==> config.mk <==
export PLATFORM = sky130hd
export DESIGN_NAME = stepdir_generator
export DESIGN_NICKNAME = d
export VERILOG_FILES = /design/src/rtl/stepdir_generator_pkg.sv /design/src/rtl/stepdir_generator_mytimer.sv /design/src/rtl/stepdir_generator.sv
export SDC_FILE = /design/constraint.sdc
export NUM_CORES = 1
export LEC_CHECK = 0
export ABC_CLOCK_PERIOD_IN_PS = 6630
export CELL_PAD_IN_SITES_DETAIL_PLACEMENT = 1
export CELL_PAD_IN_SITES_GLOBAL_PLACEMENT = 2
export CORE_MARGIN = 3
export CORE_UTILIZATION = 37
export CTS_BUF_LIST = sky130_fd_sc_hd__clkbuf_8
export DETAILED_ROUTE_END_ITERATION = 6
export PLACE_DENSITY_LB_ADDON = 0.1
export SLEW_MARGIN = 25
export SYNTH_ARGS = -nofsm -noshare
export SYNTH_HDL_FRONTEND = slang
export SYNTH_SLANG_ARGS = --single-unit
==> constraint.sdc <==
create_clock -name clk -period 6.63 [get_ports clk]
set_clock_uncertainty 0.2 [all_clocks]
set_input_delay 1.326 -clock clk [delete_from_list [all_inputs] [get_ports clk]]
set_output_delay 1.326 -clock clk [all_outputs]
set_load 0.05 [all_outputs]
==> src/rtl/stepdir_generator_pkg.sv <==
// Shared state encoding, default widths and position helper for the
// step/direction pulse generator.
package stepdir_generator_pkg;

  localparam int DEF_COUNT_WIDTH    = 16;
  localparam int DEF_INTERVAL_WIDTH = 16;
  localparam int CFG_WIDTH          = 8;
  localparam int POS_WIDTH          = 32;

  typedef enum logic [2:0] {
    S_IDLE,
    S_LOAD,
    S_DIR_SETUP,
    S_STEP_HIGH,
    S_STEP_LOW,
    S_DONE
  } state_e;

  function automatic logic [POS_WIDTH-1:0] next_pos(input logic [POS_WIDTH-1:0] pos,
                                                    input logic fwd);
    return fwd ? pos + POS_WIDTH'(1) : pos - POS_WIDTH'(1);
  endfunction

endpackage

==> src/rtl/stepdir_generator_mytimer.sv <==
// Phase timer: loads on start_enable_i, counts down and rests at zero.
module mytimer #(
  parameter int WIDTH = 16
) (
  input  logic             clk,
  input  logic             resetn,
  input  logic             start_enable_i,
  input  logic [WIDTH-1:0] load_value_i,
  output logic             expired_o
);

  logic [WIDTH-1:0] count_q;

  always_ff @(posedge clk or negedge resetn) begin
    if (!resetn)                count_q <= '0;
    else if (start_enable_i)    count_q <= load_value_i;
    else if (count_q != '0)     count_q <= count_q - WIDTH'(1);
  end

  assign expired_o = (count_q == '0);

endmodule

==> src/rtl/stepdir_generator.sv <==
// Step/direction pulse generator with one active and one pending move.
// state       | meaning
// IDLE        | no active move
// LOAD        | pending move copied to active, slot freed
// DIR_SETUP   | dir changed, waiting before first step edge
// STEP_HIGH   | step pulse high for PW cycles
// STEP_LOW    | step low for remainder of the step period
// DONE        | one-cycle done pulse
module stepdir_generator
  import stepdir_generator_pkg::*;
#(
  parameter int COUNT_WIDTH    = DEF_COUNT_WIDTH,
  parameter int INTERVAL_WIDTH = DEF_INTERVAL_WIDTH
) (
  input  logic                        clk,
  input  logic                        resetn,
  input  logic                        move_valid,
  output logic                        move_ready,
  input  logic                        move_dir,
  input  logic [COUNT_WIDTH-1:0]      move_steps,
  input  logic [INTERVAL_WIDTH-1:0]   move_interval,
  input  logic [CFG_WIDTH-1:0]        config_pulse_width,
  input  logic [CFG_WIDTH-1:0]        config_dir_setup,
  input  logic                        abort,
  output logic                        step,
  output logic                        dir,
  output logic                        busy,
  output logic                        done,
  output logic signed [POS_WIDTH-1:0] position
);

  localparam int TW = ((INTERVAL_WIDTH > CFG_WIDTH) ? INTERVAL_WIDTH : CFG_WIDTH) + 1;

  state_e                    state_q, state_d;
  logic                      pend_full_q, pend_dir_q;
  logic [COUNT_WIDTH-1:0]    pend_steps_q;
  logic [INTERVAL_WIDTH-1:0] pend_interval_q;
  logic [COUNT_WIDTH-1:0]    steps_q, steps_d;
  logic [INTERVAL_WIDTH-1:0] interval_q, interval_d;
  logic [CFG_WIDTH-1:0]      pw_q, pw_d;
  logic                      dir_q, dir_d, abort_q, abort_d;
  logic [POS_WIDTH-1:0]      pos_q, pos_d;
  logic                      accept, tmr_start, tmr_expired;
  logic [TW-1:0]             tmr_load, period, low_load;
  logic [CFG_WIDTH-1:0]      pw_cfg_eff, ds_cfg_eff;

  assign accept     = move_valid && move_ready;
  assign pw_cfg_eff = (config_pulse_width == '0) ? CFG_WIDTH'(1) : config_pulse_width;
  assign ds_cfg_eff = (config_dir_setup == '0) ? CFG_WIDTH'(1) : config_dir_setup;
  // Step period is at least PW+1 so every pulse has a low phase.
  assign period     = (TW'(interval_q) > TW'(pw_q) + TW'(1)) ? TW'(interval_q)
                                                              : TW'(pw_q) + TW'(1);
  assign low_load   = period - TW'(pw_q) - TW'(1);

  always_ff @(posedge clk or negedge resetn) begin
    if (!resetn) begin
      pend_full_q     <= 1'b0;
      pend_dir_q      <= 1'b0;
      pend_steps_q    <= '0;
      pend_interval_q <= '0;
    end else if (abort) begin
      pend_full_q <= 1'b0;
    end else if (accept) begin
      pend_full_q     <= 1'b1;
      pend_dir_q      <= move_dir;
      pend_steps_q    <= move_steps;
      pend_interval_q <= move_interval;
    end else if (state_q == S_LOAD) begin
      pend_full_q <= 1'b0;
    end
  end

  always_ff @(posedge clk or negedge resetn) begin
    if (!resetn) begin
      state_q    <= S_IDLE;
      steps_q    <= '0;
      interval_q <= '0;
      pw_q       <= CFG_WIDTH'(1);
      dir_q      <= 1'b0;
      abort_q    <= 1'b0;
      pos_q      <= '0;
    end else begin
      state_q    <= state_d;
      steps_q    <= steps_d;
      interval_q <= interval_d;
      pw_q       <= pw_d;
      dir_q      <= dir_d;
      abort_q    <= abort_d;
      pos_q      <= pos_d;
    end
  end

  always_comb begin
    state_d    = state_q;
    steps_d    = steps_q;
    interval_d = interval_q;
    pw_d       = pw_q;
    dir_d      = dir_q;
    abort_d    = abort_q;
    pos_d      = pos_q;
    tmr_start  = 1'b0;
    tmr_load   = '0;
    unique case (state_q)
      S_IDLE: if (pend_full_q && !abort) state_d = S_LOAD;
      S_LOAD: begin
        steps_d    = pend_steps_q;
        interval_d = pend_interval_q;
        pw_d       = pw_cfg_eff;
        if (abort) begin
          state_d = S_IDLE;
        end else if (pend_steps_q == '0) begin
          state_d = S_DONE;
        end else if (pend_dir_q != dir_q) begin
          dir_d     = pend_dir_q;
          state_d   = S_DIR_SETUP;
          tmr_start = 1'b1;
          tmr_load  = TW'(ds_cfg_eff) - TW'(1);
        end else begin
          state_d   = S_STEP_HIGH;
          tmr_start = 1'b1;
          tmr_load  = TW'(pw_cfg_eff) - TW'(1);
          pos_d     = next_pos(pos_q, dir_q);
        end
      end
      S_DIR_SETUP: begin
        if (abort) begin
          state_d = S_IDLE;
        end else if (tmr_expired) begin
          state_d   = S_STEP_HIGH;
          tmr_start = 1'b1;
          tmr_load  = TW'(pw_q) - TW'(1);
          pos_d     = next_pos(pos_q, dir_q);
        end
      end
      S_STEP_HIGH: begin
        // An abort here is remembered so the pulse still completes its width.
        abort_d = abort_q || abort;
        if (tmr_expired) begin
          if (abort_q || abort) begin
            state_d = S_IDLE;
            abort_d = 1'b0;
          end else begin
            state_d   = S_STEP_LOW;
            tmr_start = 1'b1;
            tmr_load  = low_load;
          end
        end
      end
      S_STEP_LOW: begin
        if (abort) begin
          state_d = S_IDLE;
        end else if (tmr_expired) begin
          steps_d = steps_q - COUNT_WIDTH'(1);
          if (steps_q == COUNT_WIDTH'(1)) begin
            state_d = S_DONE;
          end else begin
            state_d   = S_STEP_HIGH;
            tmr_start = 1'b1;
            tmr_load  = TW'(pw_q) - TW'(1);
            pos_d     = next_pos(pos_q, dir_q);
          end
        end
      end
      S_DONE:  state_d = (pend_full_q && !abort) ? S_LOAD : S_IDLE;
      default: state_d = S_IDLE;
    endcase
  end

  mytimer #(.WIDTH(TW)) u_timer (
    .clk            (clk),
    .resetn         (resetn),
    .start_enable_i (tmr_start),
    .load_value_i   (tmr_load),
    .expired_o      (tmr_expired)
  );

  assign move_ready = !pend_full_q;
  assign step       = (state_q == S_STEP_HIGH);
  assign done       = (state_q == S_DONE);
  assign dir        = dir_q;
  assign busy       = !((state_q == S_IDLE) && !pend_full_q);
  assign position   = pos_q;

endmodule
Word-level counts from Yosys, hierarchy flattened
Index checks and enable logic that the tools add are counted.

$lt $le $gt $ge: 1. Bitwise logic cells: 2. Add/subtract/negate cells: 10. Equality and inequality tests: 19. Reduce and logical (&&, ||, !) cells: 22. Muxes and demuxes: 56.

Operators by type and width (count): two-way mux 32 bit (9); two-way mux 17 bit (12); one-hot mux 32 bit (3 select lines) (1); one-hot mux 17 bit (4 select lines) (1); two-way mux 16 bit (3); subtractor 17 x 1 -> 17 bit, second input constant (2); adder 32 x 1 -> 32 bit, second input constant (1); one-hot mux 16 bit (2 select lines) (1); subtractor 32 x 1 -> 32 bit, second input constant (1); two-way mux 3 bit (10); subtractor 8 x 1 -> 9 bit, second input constant (3); inequality test 2 bit, second input constant (9); one-hot mux 3 bit (6 select lines) (1); greater-than comparator 16 x 17 -> 1 bit (1); logical NOT 17 bit (1); nonzero test 17 bit (1); subtractor 16 x 8 -> 17 bit (1); == test 16 x 1 -> 1 bit, second input constant (1); logical NOT 16 bit (1); logical NOT 8 bit (2); two-way mux 8 bit (2); subtractor 16 x 1 -> 16 bit, second input constant (1); two-way mux 1 bit (15); adder 8 x 1 -> 9 bit, second input constant (1); other kinds (18) (29).

Word-level logic and storage cells: 122. Output and inout bits: 37. Register bits: 128. Bits of input ports: 53.

Longest topological paths before layout
Gate-level depths: netlist (run 1).

Depth in word-level cells: 9. Depth in mapped cells: 21. Gate-level depth less buffers: 20.

Hierarchy
Synthesis (run 1) repeated with hierarchy kept, for this count alone.

Cell total of the unflattened synthesis: 951. Area, all modules: 8574.5 µm².

By module, submodules not included: stepdir_generator (seq. area each 2778.9 µm², cells an instance 842, area each 7541.0 µm², times used 1); mytimer (seq. area each 425.4 µm², cells an instance 109, area each 1033.5 µm², times used 1).

Worst setup path after synthesis (run 1)
Ideal clock, no wire load.

Kind: register to register. Start point: register pw_q[2]. End point: register u_timer.count_q[12]. Stages on the path, launching flop included: 22. Setup slack: 1503 ps. Data required time: 6306 ps. Library setup time: 124 ps. Arrival time: 4803 ps. Buffers on the path: 2. Period minus slack after synthesis: 5127 ps. Path through: dfrtp_1 -> clkbuf_1 -> nand3_1 -> nor4_1 -> xnor2_1 -> ha_1 -> a21o_1 -> a2111oi_4 -> nand2b_1 -> o21a_2 -> clkbuf_1 -> mux2i_1 -> ha_1 -> fa_1 -> a21o_1 -> a21oi_1 -> o21bai_1 -> a21o_1 -> a31oi_1 -> a21o_1 -> o31ai_1 -> o31a_1.

Word-level cells in the longest chain between the ends: 9. Elaborated cells on any way between the ends: 15. Classes of those cells: add/sub: 4; order compare: 1; mux: 10.

Ends and longest elaborated chain: from (decl) (RTL line stepdir_generator.sv:40) `logic [CFG_WIDTH-1:0] pw_q, pw_d;`; from (signal assigned) (RTL line stepdir_generator.sv:86) `pw_q <= pw_d;`; adder 8 x 1 -> 9 bit (RTL line stepdir_generator.sv:51, stepdir_generator.sv:52); greater-than comparator 16 x 17 -> 1 bit (RTL line stepdir_generator.sv:51) `assign period = (TW'(interval_q) > TW'(pw_q) + TW'(1)) ? TW'(interval_q)`; two-way mux 16 bit (RTL line stepdir_generator.sv:51); subtractor 16 x 8 -> 17 bit (RTL line stepdir_generator.sv:53) `assign low_load = period - TW'(pw_q) - TW'(1);`; subtractor 17 x 1 -> 17 bit (RTL line stepdir_generator.sv:53); two-way mux 17 bit (RTL line stepdir_generator.sv:139) `if (abort_q || abort) begin`; two-way mux 17 bit (RTL line stepdir_generator.sv:138) `if (tmr_expired) begin`; one-hot mux 17 bit (4 select lines) (*) (RTL line stepdir_generator.sv:103) `unique case (state_q)`; two-way mux 17 bit (*) (RTL line stepdir_generator_mytimer.sv:16) `else if (start_enable_i) count_q <= load_value_i;`; to (signal assigned) (RTL line stepdir_generator_mytimer.sv:16); to (signal assigned) (RTL line stepdir_generator_mytimer.sv:17) `else if (count_q != '0) count_q <= count_q - WIDTH'(1);`; to (decl) (RTL line stepdir_generator_mytimer.sv:12) `logic [WIDTH-1:0] count_q;`.

Mark *: on every way between the ends. The rest lies on a longest branch, timed or not. A chain may end at the register's enable or synchronous reset.

Worst setup path after layout (run 1)
Ends and elaborated chain as after synthesis.

==> results of run 1 <==
-- cell usage after synthesis, types with 8 or more instances --
library cell	n	share of area (%)
mux2i_1	9	1.0
o21a_1	11	0.93
o31ai_1	8	0.68
xnor2_1	40	3.9
nor4_1	15	1.1
nor2_1	60	2.5
a21oi_1	75	4.2
a21o_1	27	2.3
a211oi_1	10	0.84
xor2_1	25	2.5
mux2_2	49	6.2
nand2_1	86	3.6
o211ai_1	8	0.68
nand3_1	24	1.4
o21bai_1	9	0.76
clkbuf_1	32	1.4
inv_1	35	1.5
o22ai_1	10	0.70
nor3_1	34	1.9
nor3b_1	9	0.76
dfrtp_1	127	36
ha_1	54	7.6
nand4_1	9	0.63
o21ai_0	77	4.3
-- worst max path at each step --
stage	to	slack, ns	cells past startpoint
after floorplan	u_timer.count_q[12]	1.50	21
after global placement	u_timer.count_q[12]	1.24	19
after detailed placement	u_timer.count_q[12]	1.08	19
after CTS	u_timer.count_q[16]	1.03	19
after global routing	u_timer.count_q[16]	0.69	19
final	u_timer.count_q[12]	1.06	19
-- power breakdown --
group | internal [mW] | switching (mW) | total (mW)
registers | 1.13 | 0.376 | 1.51
logic | 1.61 | 2.35 | 3.96
clock network | 0.387 | 0.377 | 0.764
total | 3.13 | 3.11 | 6.24
-- registers in the layout, summed over array words and instances, names as in the netlist --
name             flops
pend_full_q          1
state_q              3
dir                  1
pend_dir_q           1
abort_q              1
steps_q             16
u_timer.count_q     17
position            32
pend_interval_q     16
interval_q          16
pw_q                 8
pend_steps_q        16
-- kinds of logic (layout without fill, tap and decap cells) --
| logic type | count (synthesis) | count (layout) | share of synthesized area (%) |
|---|---|---|---|
| DFF | 128 | 128 | 36.1 |
| muxes | 58 | 58 | 7.22 |
| adders and majority gates | 56 | 56 | 8.06 |
| buffers and inverters | 74 | 168 | 3.24 |
| and+or+nand+nor | 295 | 295 | 17.4 |
| AOI/OAI and AO/OA | 296 | 296 | 21.6 |
| xor gates and xnor gates | 65 | 65 | 6.41 |
-- per-stage QoR --
| step | instances | power (mW) | hold WS (ns) | worst slack, ns | util (%) |
|---|---|---|---|---|---|
| after floorplan | 972 | 4.39 | 0.246 | 1.50 | - |
| after global placement | 1353 | 5.46 | 0.268 | 1.24 | 43.0 |
| after detailed placement | 1353 | 5.51 | 0.281 | 1.08 | 43.0 |
| after CTS | 1385 | 6.31 | 0.305 | 1.03 | 44.8 |
| after global routing | 1385 | 6.82 | 0.338 | 0.688 | 44.8 |
| final | 1385 | 6.24 | 0.303 | 1.06 | 44.8 |
-- final cells by class --
cell class / instances / area [um2] / area share, %
sequential: 128 / 3200 / 30.4
inverter: 36 / 135 / 1.28
clock inverter: 15 / 198 / 1.87
tap: 319 / 399 / 3.78
timing repair buffer: 100 / 975 / 9.23
multi-input combinational: 770 / 5410 / 51.3
clock buffer: 17 / 234 / 2.22
-- worst reg2reg max path: stages, from the launching register on --
cell       delay, ns
dfrtp_1         0.48
nand3_1         0.18
nor4_1          0.43
xnor2_1         0.22
ha_1            0.30
a21o_1          0.19
a2111oi_4       0.37
nand2b_1        0.13
o21a_2          0.35
mux2i_1         0.18
ha_1            0.23
fa_1            0.41
a21o_1          0.18
a21oi_1         0.22
o21bai_1        0.09
a21o_1          0.20
a31oi_1         0.56
a21o_1          0.19
o31ai_1         0.07
o31a_1          0.28
-- per-layer routing --
layer	GRT usage (%)	part of all wire, %	vias to the layer above
li1	-	-	3755
met1	27.2	49	3716
met2	33.3	48	105
met3	2.35	2.5	20
met4	4.50	1.0	0
met5	0	0	-
==> impl_results.md, run 1 <==
- Max H-tree Level: 4
- CP startpoint: pw_q[2]
- Mean post-synth cell area: 9.14 um2
- # diodes: 0
- Gr ovfl total: 0
- Num CTS Buffers: 17
- Most common cell after layout, fill and taps aside: dfrtp_1
- Crit-path slowest cell: a31oi_1
- Chip Width: 161 um
- CTS tree: yes
- Final wirelength: 25.2 mm
- Mapped Area: 0.00888 mm2
- CP Launch Type: flop
- Clock-pin slew on the worst setup and hold paths: 0.09 ns
- Crit. End Element: flop
- RSZ-0062 raised after global routing: false
- Nets@finish: 1162
- CP bufs+invs: 0
- Register-to-Register Setup Slack: 1.06 ns
- Most frequent CP cell: a21o_1
- CTS Buffer Depth: 2
- Gpl congestion: 0.850
- IO Port Bufs: 89
- Hold path startpoint: pend_interval_q[15]
- CP Class: flop to flop
- Commonest cells after routing, fill and taps aside: 127 x dfrtp_1, 88 x clkdlybuf4s50_1, 86 x nand2_1
- Row cnt: 56
- Ys async rst share: 100%
- Status: complete, no violations
- Layout cells sized above 1: 11.1%
- VDD IR max: 0.000180 V
- # fillers: 2774
- Worst r2r path cells: 19
- Cts repair resizes: 0
- All-layer global routing usage: 19.7%
- Vias per inst: 5.48
- Setup violations, final: 0
- DR iter-0 viols: 302
- CTS sink cnt: 128
- Design area: 0.0106 mm2
- Hold buffers post-CTS: 0
- R2R Path End: u_timer.count_q[12]
- Initial antenna violation count: 0
- Synth warn: 0
- Worst-path fanout max: 16
- Residual DRC: 0
- Fin. Hold Viols: 0
- Peak Freq: 0.180 GHz
- Antenna Nets Post-Route: 0
- First-pass GRT wire length: 41.7 mm
- CP delay by family, top: compound AO/OA/AOI/OAI gates
- Full die area: 0.0259 mm2
- Drt first pass iters: 4
- Least-Margin Pin Slew: 1.01 ns
- CP required: 6.76 ns
- PwrDens: 591 mW/mm2
- Leak Pwr: 4.35 nW
- Number of post-CTS setup repair buffers: 0
- Setup TNS: 0 ns
- Root buf cell: clkbuf_8
- Post-synth EDFFs: 0
- Area Overhead vs Synth: 18.8%
- Largest net degree at the start of global routing: 67
- CP Cell Sequence: nand3_1 > nor4_1 > xnor2_1 > ha_1 > a21o_1 > a2111oi_4 > nand2b_1 > o21a_2 > mux2i_1 > ha_1 > fa_1 > a21o_1 > a21oi_1 > o21bai_1 > a21o_1 > a31oi_1 > a21o_1 > o31ai_1 > o31a_1
- Detailed Place HPWL: 18.8 mm
- Post-route minimum period: 5.57 ns
- Reg2reg start: pw_q[2]
- Wire per inst: 18.2 um
- Worst hold stages: 2
- Placement-stage cell area: 0.0101 mm2
- Post-synthesis register bit count: 128
- Rel. slew slack: 32.4%
- Top Ports: 90
- DIE HEIGHT: 161 um
- Core box area: 0.0235 mm2
- CP arrival: 5.70 ns
- CP max stage delay: 0.56 ns
- Worst skew pair latency: 0.45 ns
- Tcrit/Tclk final: 84.0%
- Syn Nets: 1081
- Sequential-to-total area share from yosys stat: 36.1%
- Vias in the first global route: 7807
- WHS Endpoint: interval_q[15]
- Netlist cell types: 81
- Dominant synthesized flop cell: dfrtp_1
- Final Slew Violations: 0
- Cells after Synth: 972
- Worst hold path type: flop to flop
- Initial core utilization: 37.7%
- Routed via count: 7596
- Max cap viols: 0
Power figures use the tool's default switching activity.
==> run 2: changes to the inputs <==
Settings changed: ABC_CLOCK_PERIOD_IN_PS 6630 to 4700, CORE_UTILIZATION 37 to 34.
Clock period 6.63 ns to 4.7 ns, I/O delays scaled along.
==> impl_results.md, run 2 (synthesis gave the netlist of run 1 again) <==
- Total Power: 9.09 mW (+46%)
- Antenna Nets Post-Route: 0 (unchanged)
- Worst r2r path cells: 23 (+4)
- Most frequent CP cell: a21oi_2
- CP max stage delay: 0.58 ns (+0.02 ns)
- Final wirelength: 25.9 mm (+3.1%)
- Tcrit/Tclk final: 98.1% (+14 points)
- CP Class: flop to flop
- Commonest cells after routing, fill and taps aside: 125 x dfrtp_1, 88 x clkdlybuf4s50_1, 84 x nand2_1
- Root buf cell: clkbuf_8
- RSZ-0062 raised after global routing: true
- Routed via count: 7698 (+1.3%)
- IO Port Bufs: 89 (unchanged)
- Row cnt: 58 (+3.6%)
- First-pass GRT wire length: 42.7 mm (+2.3%)
- CTS Buffer Depth: 2 (unchanged)
- VDD IR max: 0.000426 V (+140%)
- Num CTS Buffers: 17 (unchanged)
- CTS sink cnt: 128 (unchanged)
- Chip Width: 168 um (+4.2%)
- Dpl cells: 1378 (+1.8%)
- Setup TNS: 0 ns (unchanged)
- Largest net degree at the start of global routing: 73 (+9.0%)
- Detailed Place HPWL: 19.4 mm (+3.1%)
- CP delay by family, top: compound AO/OA/AOI/OAI gates
- Least-Margin Pin Slew: 0.756 ns (-0.249 ns)
- Setup violations, final: 0 (unchanged)
- Initial core utilization: 35.0% (-2.8 points)
- Initial antenna violation count: 0 (unchanged)
- All-layer global routing usage: 18.6% (-1.1 points)
- Register-to-Register Setup Slack: 0.09 ns (-0.97 ns)
- Rel. slew slack: 49.5% (+17 points)
- Crit. End Element: flop
- Max H-tree Level: 4 (unchanged)
- Vias per inst: 5.41 (-1.4%)
- R2R Path End: u_timer.count_q[10]
- Vias in the first global route: 7768 (-0.50%)
- Peak Freq: 0.217 GHz (+21%)
- Wire per inst: 18.2 um (+0.34%)
- CTS tree: yes
- WHS Endpoint: interval_q[15]
- Worst-path fanout max: 5 (-11)
- Worst hold stages: 2 (unchanged)
- Top Ports: 90 (unchanged)
- Worst hold path type: flop to flop
- # fillers: 2964 (+6.8%)
- Residual DRC: 0 (unchanged)
- Post-route minimum period: 4.61 ns (-0.960 ns)
- Hold path startpoint: pend_interval_q[15]
- Drt first pass iters: 4 (unchanged)
- Hold buffers post-CTS: 0 (unchanged)
- Max cap viols: 0 (unchanged)
- Max reg flops: 32 (unchanged)
- Status: complete, no violations
- Clock-pin slew on the worst setup and hold paths: 0.10 ns (about the same)
- DR iter-0 viols: 416 (+38%)
- Area Overhead vs Synth: 23.3%
- Gr ovfl total: 0 (unchanged)
- CP required: 4.83 ns (-1.93 ns)
- Full die area: 0.0281 mm2 (+8.5%)
- PwrDens: 829 mW/mm2 (+40%)
- Gpl congestion: 0.845 (-0.67%)
- Non-filler instance count after layout: 1423 (+2.7%)
- CP arrival: 4.74 ns (-0.96 ns)
- DIE HEIGHT: 168 um (+4.2%)
- Leak Pwr: 4.51 nW (+3.6%)
- Fin. Hold Viols: 0 (unchanged)
- CP Launch Type: flop
- Final Slew Violations: 0 (unchanged)
- # diodes: 0 (unchanged)
- CP bufs+invs: 3 (+3)
- CP Cell Sequence: buf_6 > ha_4 > nand2_4 > nor2_4 > buf_4 > nand3_2 > ha_4 > nand3_1 > nor3_1 > a32oi_1 > o21a_2 > mux2i_1 > ha_2 > fa_2 > a21o_1 > a21oi_2 > o21bai_1 > a21o_1 > a31oi_4 > buf_6 > a21oi_2 > a41oi_2 > a21oi_2
- Most common cell after layout, fill and taps aside: dfrtp_1
- Worst skew pair latency: 0.45 ns (about the same)
- Core box area: 0.0254 mm2 (+7.9%)
- Reg2reg start: pw_q[0]
- Crit-path slowest cell: dfstp_2
- Nets@finish: 1189 (+2.3%)
- Layout cells sized above 1: 16.0% (+4.9 points)
## run 2: worst max path at each step
stage | cells past startpoint | to | from | slack (ns)
CTS | 18 | u_timer.count_q[12] | pw_q[0] | 0.002
global route | 22 | u_timer.count_q[14] | pw_q[0] | -0.11
floorplan | 21 | u_timer.count_q[12] | pw_q[2] | 0.02
finish | 23 | u_timer.count_q[10] | pw_q[0] | 0.09
detailed placement | 18 | u_timer.count_q[11] | pw_q[0] | -0.07
global placement | 20 | u_timer.count_q[12] | pw_q[0] | 0.05
## run 2: worst reg2reg max path, delay by kind of cell (launching register included)
family                     cells  cell delay (ns)
DFF                            1             0.58
buffers and inverters          3             0.42
AOI/OAI and AO/OA             10             1.53
adders and majority gates      4             1.02
muxes                          1             0.13
and+or+nand+nor                5             0.62
## run 2: routing by layer
metal | vias up | part of all wire [%] | wire (um) | GRT usage, %
met5 | - | 0 | 0 | 0
met4 | 0 | 0.61 | 159 | 2.88
met3 | 10 | 2.4 | 629 | 2.71
met2 | 101 | 44 | 11500 | 28.4
met1 | 3785 | 53 | 13600 | 28.4
li1 | 3802 | - | - | -
## run 2: area by class of cell
| class | instances | area, um2 | share of cell area, % |
|---|---|---|---|
| Clock buffer | 17 | 234 | 2.14 |
| Multi-Input combinational cell | 770 | 5610 | 51.2 |
| Tap cell | 330 | 413 | 3.77 |
| Sequential cell | 128 | 3210 | 29.3 |
| Inverter | 36 | 135 | 1.23 |
| Clock inverter | 15 | 160 | 1.46 |
| Timing Repair Buffer | 127 | 1200 | 11.0 |
## run 2: per-stage QoR
| stage | hold slack [ns] | setup WS, ns | cell area [um2] | utilization (%) |
|---|---|---|---|---|
| after floorplan | 0.246 | 0.0202 | 8930 | - |
| after global placement | 0.263 | 0.0481 | 10300 | 40.5 |
| after detailed placement | 0.269 | -0.0721 | 10300 | 40.5 |
| after CTS | 0.288 | 0.00208 | 10700 | 42.3 |
| after global routing | 0.328 | -0.115 | 11000 | 43.1 |
| final | 0.286 | 0.0891 | 11000 | 43.1 |
## run 2: repair_timing
| item | 4_1_cts | 5_1_grt |
|---|---|---|
| endpoints found under the setup margin | 7 | 10 |
| buffers inserted | 4 | 9 |
| gates resized for setup | 5 | 30 |
| gates cloned | 0 | 0 |
| pin swaps | 9 | 27 |
## run 2: where the power goes
group / total, mW / internal (mW) / switching, mW
registers: 2.14 / 1.60 / 0.542
logic: 5.94 / 2.47 / 3.46
clock network: 1.01 / 0.446 / 0.564
total: 9.09 / 4.52 / 4.57
==> run 3: changes to the inputs <==
Settings changed: ABC_CLOCK_PERIOD_IN_PS 4700 to 5100, CORE_UTILIZATION 34 to 37, GPL_TIMING_DRIVEN from default to 1.
Clock period 4.7 ns to 5.1 ns, I/O delays scaled along.
==> impl_results.md, run 3 (synthesis gave the netlist of run 1 again) <==
- Status: complete, no violations
- Critical path destination: u_timer.count_q[12]
- CP Launch Type: flop
- Crit. End Element: flop
- Final wirelength: 25.0 mm (-3.6%)
- Register-to-Register Setup Slack: 0.24 ns (+0.15 ns)
- Hold buffers post-CTS: 0 (unchanged)
- Worst hold path type: flop to flop
- Non-filler instance count after layout: 1394 (-2.0%)
- Setup violations, final: 0 (unchanged)
- Tcrit/Tclk final: 95.4% (-2.7 points)
- Area Overhead vs Synth: 19.6%
- Worst skew pair latency: 0.46 ns (about the same)
- Least-Margin Pin Slew: 0.936 ns (+0.180 ns)
- Max H-tree Level: 4 (unchanged)
- Pre-CTS setup slack: 0.0930 ns (+0.165 ns)
- IO Port Bufs: 89 (unchanged)
- First-pass GRT wire length: 41.3 mm (-3.3%)
- # fillers: 2758 (-7.0%)
- Gpl congestion: 0.831 (-1.6%)
- Leak Pwr: 4.37 nW (-3.1%)
- Design area: 0.0106 mm2 (-3.0%)
- Worst-path fanout max: 7 (+2)
- Chip Width: 161 um (-4.0%)
- Setup TNS: 0 ns (unchanged)
- CP Class: flop to flop
- CP max stage delay: 0.61 ns (+0.03 ns)
- Residual DRC: 0 (unchanged)
- Total Power: 8.13 mW (-11%)
- Num CTS Buffers: 17 (unchanged)
- CP startpoint: pw_q[0]
- PnR worst setup slack: 0.237 ns (+0.148 ns)
- Wire per inst: 17.9 um (-1.6%)
- Vias per inst: 5.45 (+0.70%)
- Largest net degree at the start of global routing: 100 (+37%)
- Rel. slew slack: 37.6% (-12 points)
- P_sw: 4.09 mW (-10%)
- Nets@finish: 1171 (-1.5%)
- PwrDens: 765 mW/mm2 (-7.7%)
- Fin. Hold Viols: 0 (unchanged)
- Root buf cell: clkbuf_8
- CP required: 5.23 ns (+0.40 ns)
- VDD IR max: 0.000271 V (-36%)
- Final Slew Violations: 0 (unchanged)
- Post-route minimum period: 4.86 ns (+0.252 ns)
- R2R Path End: u_timer.count_q[12]
- Clock-pin slew on the worst setup and hold paths: 0.10 ns (about the same)
- Dpl cells: 1358 (-1.5%)
- # diodes: 0 (unchanged)
- Flop pwr share: 24.0% (+0.5 points)
- Top Ports: 90 (unchanged)
- Peak Freq: 0.206 GHz (-5.2%)
- Full die area: 0.0259 mm2 (-7.8%)
- Commonest cells after routing, fill and taps aside: 127 x dfrtp_1, 88 x clkdlybuf4s50_1, 86 x nand2_1
- Worst r2r path cells: 19 (-17%)
- Gr ovfl total: 0 (unchanged)
- Max cap viols: 0 (unchanged)
- Crit-path slowest cell: dfstp_2
- Antenna Nets Post-Route: 0 (unchanged)
- Most frequent CP cell: a21o_1
- CP arrival: 5.00 ns (+0.26 ns)
- DR iter-0 viols: 420 (+0.96%)
- Initial antenna violation count: 0 (unchanged)
- CTS tree: yes
- Routed via count: 7594 (-1.4%)
- CP Cell Sequence: nand2_1 > nor4_2 > xnor2_1 > ha_1 > a21o_1 > a2111oi_4 > nand2b_1 > o21a_2 > mux2i_1 > ha_1 > fa_1 > a21o_1 > a21oi_2 > o21bai_1 > a21o_1 > a31oi_4 > a21o_1 > o31ai_1 > o31a_1
- Logic pwr share: 65.0% (-0.3 points)
- Net Sw Frac: 50.3% (+0.055 points)
- Most common cell after layout, fill and taps aside: dfrtp_1
- Clock Power Share: 10.9% (-0.2 points)
- Vias in the first global route: 7865 (+1.2%)
- Internal: 4.04 mW (-11%)
- Detailed Place HPWL: 18.6 mm (-4.4%)
- CTS sink cnt: 128 (unchanged)
- Row cnt: 56 (-3.4%)
- CTS Buffer Depth: 2 (unchanged)
- DIE HEIGHT: 161 um (-4.0%)
- Max reg flops: 32 (unchanged)
- Placement-stage cell area: 0.0102 mm2 (-1.2%)
- Core box area: 0.0235 mm2 (-7.3%)
- Reg2reg start: pw_q[0]
- All-layer global routing usage: 19.5% (+0.92 points)
- Initial core utilization: 37.7% (+2.8 points)
- Layout cells sized above 1: 12.6% (-3.5 points)
- Drt first pass iters: 4 (unchanged)
run 3: cell type report:
cell class	count	area [um2]	share of cell area, %
multi-input cells	770	5460	51.4
flip-flops and latches	128	3200	30.2
clock inverters	15	148	1.39
inverters	36	135	1.27
well taps	319	399	3.76
repair buffers	109	1040	9.83
clock buffers	17	234	2.20
run 3: worst max-delay path: cells and delay by family (launching register included):
family / cells / cell delay (ns)
AO/OA/AOI/OAI: 11 / 2.25
XOR/XNOR: 1 / 0.20
flip-flops: 1 / 0.61
adder cells (fa/ha/maj): 3 / 0.91
AND/OR/NAND/NOR: 3 / 0.41
multiplexers: 1 / 0.13
run 3: timing repair:
action,in CTS,in global routing
setup endpoints to repair,0,10
gates resized for setup,0,7
buffers inserted,0,4
run 3: through the flow:
step | hold WS, ns | utilization [%]
after global placement | 0.267 | 43.2
after global routing | 0.338 | 45.1
final | 0.298 | 45.1
after CTS | 0.305 | 44.8
after detailed placement | 0.281 | 43.2
after floorplan | 0.246 | -
run 3: power groups by stage:
stage | clock [mW] | sequential, mW | combinational (mW)
finish | 0.890 | 1.95 | 5.28
global route | 0.961 | 2.03 | 5.89
CTS | 0.920 | 1.96 | 5.24
detailed placement | 0 | 1.98 | 5.21
global placement | 0 | 1.96 | 5.17
floorplan | 0 | 2.27 | 3.46
run 3: how the worst min path moves through the flow:
| stage | start | end | slack [ns] | cells past startpoint |
|---|---|---|---|---|
| floorplan | pend_interval_q[0] | interval_q[0] | 0.25 | 2 |
| global placement | pend_interval_q[15] | interval_q[15] | 0.27 | 2 |
| detailed placement | pend_interval_q[0] | interval_q[0] | 0.28 | 2 |
| CTS | pend_interval_q[0] | interval_q[0] | 0.31 | 2 |
| global route | pend_interval_q[0] | pend_interval_q[0] | 0.34 | 1 |
| finish | pend_interval_q[0] | interval_q[0] | 0.30 | 2 |
run 3: layer usage:
layer	global-route usage, %	vias to the layer above	wire length, um
li1	-	3780	-
met2	32.9	83	11900
met5	0	-	0
met4	3.68	0	184
met3	2.71	12	484
met1	27.0	3719	12500
